--- config.mk ---
export PLATFORM = sky130hd
export DESIGN_NAME = bit_serial_adder
export DESIGN_NICKNAME = d
export VERILOG_FILES = /design/src/rtl/bit_serial_adder.sv
export SDC_FILE = /design/constraint.sdc
export NUM_CORES = 1
export LEC_CHECK = 0
export ABC_CLOCK_PERIOD_IN_PS = 4350
export CELL_PAD_IN_SITES_DETAIL_PLACEMENT = 1
export CELL_PAD_IN_SITES_GLOBAL_PLACEMENT = 1
export CORE_MARGIN = 10
export CORE_UTILIZATION = 44
export CTS_BUF_LIST = sky130_fd_sc_hd__clkbuf_4 sky130_fd_sc_hd__clkbuf_8
export DETAILED_ROUTE_END_ITERATION = 10
export GPL_ROUTABILITY_DRIVEN = 0
export GPL_TIMING_DRIVEN = 0
export HOLD_SLACK_MARGIN = 0.03
export PLACE_DENSITY_LB_ADDON = 0.1
export SYNTH_ARGS = -nofsm -noshare
export SYNTH_HDL_FRONTEND = slang
export SYNTH_SLANG_ARGS = --single-unit
--- constraint.sdc ---
create_clock -name clk -period 4.35 [get_ports clk]
set_input_delay 0.87 -clock clk [delete_from_list [all_inputs] [get_ports clk]]
set_output_delay 0.87 -clock clk [all_outputs]
set_load 0.01 [all_outputs]
--- src/rtl/bit_serial_adder.sv ---
// -----------------------------------------------------------------------------
// bit_serial_adder
//
// Multi-cycle WIDTH-bit adder built from a single full-adder cell. One bit is
// processed per clock, LSB first. The carry out of each bit is registered and
// fed into the next bit. A start/busy/done handshake frames each operation.
// A new result is produced every WIDTH+2 cycles.
//
// Optional feature macro: SERIAL_SUB_EN
//   When defined, a 'sub' port is added. Asserting sub on the accepting edge
//   computes a-b: the module loads ~b and forces the initial carry to 1.
//   In that mode cout=1 means "no borrow" (a >= b).
//   When undefined, the module adds only and has no inverter on b.
//
// Ports
//   clk    in   1      rising-edge clock
//   rst    in   1      synchronous active-high reset
//   start  in   1      operation request, sampled only while idle
//   a      in   WIDTH  operand A, captured on the accepting edge
//   b      in   WIDTH  operand B, captured on the accepting edge
//   cin    in   1      carry-in, captured on the accepting edge
//   sub    in   1      (SERIAL_SUB_EN only) 1 = subtract
//   busy   out  1      high while bits are being processed
//   done   out  1      one-cycle pulse when out/cout become valid
//   out    out  WIDTH  result, held until the next completed operation
//   cout   out  1      final carry, held together with out
// -----------------------------------------------------------------------------
module bit_serial_adder #(
    parameter int WIDTH = 8
) (
    input  logic             clk,
    input  logic             rst,
    input  logic             start,
    input  logic [WIDTH-1:0] a,
    input  logic [WIDTH-1:0] b,
    input  logic             cin,
`ifdef SERIAL_SUB_EN
    input  logic             sub,
`endif
    output logic             busy,
    output logic             done,
    output logic [WIDTH-1:0] out,
    output logic             cout
);

    localparam int CNT_W = $clog2(WIDTH);
    localparam logic [CNT_W-1:0] LAST_BIT = CNT_W'(WIDTH - 1);

    typedef enum logic [1:0] {
        IDLE = 2'd0,
        RUN  = 2'd1,
        DONE = 2'd2
    } state_t;

    state_t             state_q, state_d;
    logic [WIDTH-1:0]   areg_q,  areg_d;
    logic [WIDTH-1:0]   breg_q,  breg_d;
    logic               carry_q, carry_d;
    logic [CNT_W-1:0]   cnt_q,   cnt_d;
    // Only WIDTH-1 sum bits need storing: the last bit goes straight into out.
    logic [WIDTH-2:0]   sum_q,   sum_d;
    logic [WIDTH-1:0]   out_q,   out_d;
    logic               cout_q,  cout_d;
    logic               busy_q,  busy_d;
    logic               done_q,  done_d;

    // Operand values loaded on the accepting edge.
    logic [WIDTH-1:0]   b_load;
    logic               carry_load;

`ifdef SERIAL_SUB_EN
    // a - b == a + ~b + 1; cin is ignored when subtracting.
    assign b_load     = sub ? ~b : b;
    assign carry_load = sub ? 1'b1 : cin;
`else
    assign b_load     = b;
    assign carry_load = cin;
`endif

    logic               bit_s;
    logic               bit_c;
    logic [WIDTH-1:0]   shifted;

    always_comb begin
        state_d = state_q;
        areg_d  = areg_q;
        breg_d  = breg_q;
        carry_d = carry_q;
        cnt_d   = cnt_q;
        sum_d   = sum_q;
        out_d   = out_q;
        cout_d  = cout_q;
        busy_d  = busy_q;
        done_d  = done_q;

        // The single full-adder cell.
        bit_s   = areg_q[0] ^ breg_q[0] ^ carry_q;
        bit_c   = (areg_q[0] & breg_q[0]) | (areg_q[0] & carry_q) | (breg_q[0] & carry_q);
        // New bit enters at the MSB; after WIDTH steps bit 0 sits at the LSB.
        shifted = {bit_s, sum_q};

        case (state_q)
            IDLE: begin
                done_d = 1'b0;
                if (start) begin
                    areg_d  = a;
                    breg_d  = b_load;
                    carry_d = carry_load;
                    cnt_d   = '0;
                    sum_d   = '0;
                    state_d = RUN;
                    busy_d  = 1'b1;
                end
            end
            RUN: begin
                areg_d  = areg_q >> 1;
                breg_d  = breg_q >> 1;
                sum_d   = shifted[WIDTH-1:1];
                carry_d = bit_c;
                if (cnt_q == LAST_BIT) begin
                    // Counter is left alone here so it never wraps.
                    state_d = DONE;
                    busy_d  = 1'b0;
                    done_d  = 1'b1;
                    out_d   = shifted;
                    cout_d  = bit_c;
                end else begin
                    cnt_d = cnt_q + CNT_W'(1);
                end
            end
            DONE: begin
                state_d = IDLE;
                done_d  = 1'b0;
            end
            default: begin
                state_d = IDLE;
                busy_d  = 1'b0;
                done_d  = 1'b0;
            end
        endcase
    end

    always_ff @(posedge clk) begin
        if (rst) begin
            state_q <= IDLE;
            areg_q  <= '0;
            breg_q  <= '0;
            carry_q <= 1'b0;
            cnt_q   <= '0;
            sum_q   <= '0;
            out_q   <= '0;
            cout_q  <= 1'b0;
            busy_q  <= 1'b0;
            done_q  <= 1'b0;
        end else begin
            state_q <= state_d;
            areg_q  <= areg_d;
            breg_q  <= breg_d;
            carry_q <= carry_d;
            cnt_q   <= cnt_d;
            sum_q   <= sum_d;
            out_q   <= out_d;
            cout_q  <= cout_d;
            busy_q  <= busy_d;
            done_q  <= done_d;
        end
    end

    assign busy = busy_q;
    assign done = done_q;
    assign out  = out_q;
    assign cout = cout_q;

endmodule

==> out/qor.yml <==
fin_crit_ps: 2080
synth_area_per_cell_um2: 9.28
wl_um: 4340
hp-class: "reg2reg"
fp.dieW_um: 82.1
viasPerCell: 5.41
whs_path_depth: 2
initial_core_util: 0.460
fin_nets: 242
grt_start_max_net_pins: 13
endpoint_kind: "primary output"
grt_use_met2: 0.255
p_sw_w: 0.000184
path_clk_slew_ps: 70
synthCells: 183
synth_nets: 206
cts_setup_buffers: 0
arrival_ps: 1210
relSlewSlack: 0.645
layout_commonest_cell: "dfxtp_1"
powerDensity_nw_per_um2: 368
cp_data_required_time_ps: 3480
finalPower_w: 0.000794
netlist_area_um2: 1700
htreeDepth: 2
die_area_um2: 6740
maxCapViolCount: 0
worstRegToRegCells: 6
fill_cells: 442
slowest_delay_ps: 560
use_met1: 0.145
synth_cell_types: 33
grt_pass1_vias: 1552
drive_gt1_frac: 0.0955
hold_violations: 0
seqPwrFrac: 0.500
crit_path_start_kind: "flop"
setup_viol: 0
drc: 0
grt_overflow: 0
antenna_cells: 0
coreArea_um2: 3690
cts_hold_buffers: 0
switching_share: 0.232
antenna_found_initial: 0
die_y_um: 82.1
numCtsBuffers: 5
total_leakage_power_nw: 0.823
tns_ps: 0
drt-pass1-iter-count: 4
grt_pass1_wl_um: 7230
dp_cells: 260
top_usage_layer: "met2"
wl_per_cell_um: 16.2
p_clk_frac: 0.376
vias: 1449
drt_iter0_drc: 37
path_buf_inv: 1
setup.worst_path.class: "reg2out"
grt.met3_usage: 0.0389
grt_usage: 0.137
final_antenna_net_count: 0
placementRows: 22
combPwrFrac: 0.124
peakVddDrop_uv: 261
status: "finished clean"
worst-slew-pin-transition_ps: 533
clkSinkCount: 40
area_delta_synth_final_pct: 27.2
final_cells: 268
drv_slew: 0
ctsResizeCount: 0
clock_latency_ps: 280
fin_skew_ps: 5.06
cp_num_cells: 1
dp_hpwl_um: 3410
synth_seq_cells: 40
rsz0062_at_grt: "no"
io_pins: 31
ys_seq_area_frac: 0.472
io_buffers: 29
critical_path.top_delay_family: "buffers and inverters"
fin_util: 0.585
cts_tree: "built"
max_freq_mhz: 481
synthTopCellsByArea: "dfxtp_1, mux2i_1, a211oi_1"
netlist.area_leader.share: 0.472
p_int_w: 0.000610
yosys.area.top_type: "dfxtp_1"
ys_warn_count: 0
crit_slowest_cell: "clkdlybuf4s50_1"
cts.path.max_buffers: 2
final_cell_mix: "dfxtp_1, clkdlybuf4s50_1, nor2_1"
min_period_over_period: 0.478
path_cells: "clkdlybuf4s50_1"
crit_path_max_fanout: 3
clockRootBuffer: "clkbuf_8"
[layout make-up]
| type | instances | area [µm²] | share of cell area |
|---|---|---|---|
| clock buffers | 6 | 76.3 | 0.0353 |
| well taps | 48 | 60.1 | 0.0278 |
| flip-flops and latches | 40 | 801 | 0.371 |
| inverters | 1 | 3.75 | 0.00174 |
| plain buffers | 16 | 101 | 0.0469 |
| clock inverters | 2 | 35.0 | 0.0162 |
| multi-input cells | 126 | 792 | 0.367 |
| repair buffers | 29 | 290 | 0.134 |
[Yosys cell counts, drive strengths merged]
cell	instances
nor3b	1
o21bai	1
o21a	1
or3b	2
and2b	1
nand2	13
inv	1
dfxtp	40
a22oi	7
nand3	13
a211oi	15
nor2	25
fa	1
clkbuf	6
nand3b	1
a21oi	15
nor3	1
buf	10
ha	2
mux2i	14
nor4b	1
a31oi	3
a21o	1
o21ai	1
nor2b	1
nand2b	6
[power by group through the flow]
stage,clock network (W),logic [W],registers (W)
detailed placement,0,0.0000992,0.000405
finish,0.000299,0.0000983,0.000397
floorplan,0,0.0000624,0.000402
global route,0.000331,0.000109,0.000399
CTS,0.000308,0.0000998,0.000397
global placement,0,0.0000931,0.000404
[cells by family after synthesis]
group | count (synthesis) | share of synthesized area
mux | 14 | 0.0825
simple gates | 65 | 0.186
fa+ha+maj | 3 | 0.0265
buf+inv | 17 | 0.0619
compound gates | 44 | 0.172
flops | 40 | 0.472
[sequential cells by signal, indices dropped and copies added, names as in the netlist]
| signal | count |
|---|---|
| areg_q | 8 |
| breg_q | 8 |
| busy | 1 |
| carry_q | 1 |
| cnt_q | 3 |
| cout | 1 |
| done | 1 |
| out | 8 |
| state_q | 2 |
| sum_q | 7 |
[stage by stage]
step / setup slack (ps) / cell area, µm² / hold WS (ps)
after floorplan: 2740 / 1700 / 441
after global placement: 2100 / 2050 / 442
after detailed placement: 2020 / 2050 / 455
after CTS: 2250 / 2160 / 467
after global routing: 2210 / 2160 / 483
final: 2270 / 2160 / 462
[path summary, 6_finish.rpt]
| check | from | to | slack [ps] |
|---|---|---|---|
| max | busy | busy | 2270 |
| min | cout | cout | 460 |
| max reg2reg | cnt_q[0] | out[0] | 2530 |
| min reg2reg | cout | cout | 460 |
[per-layer routing]
metal	wire length, µm	part of all wire	up-vias
met5	0	0	-
met4	59	0.014	0
met3	206	0.047	6
met2	2320	0.53	32
met1	1750	0.40	702
li1	-	-	709
Note: power is estimated with default switching activity, not from simulation.
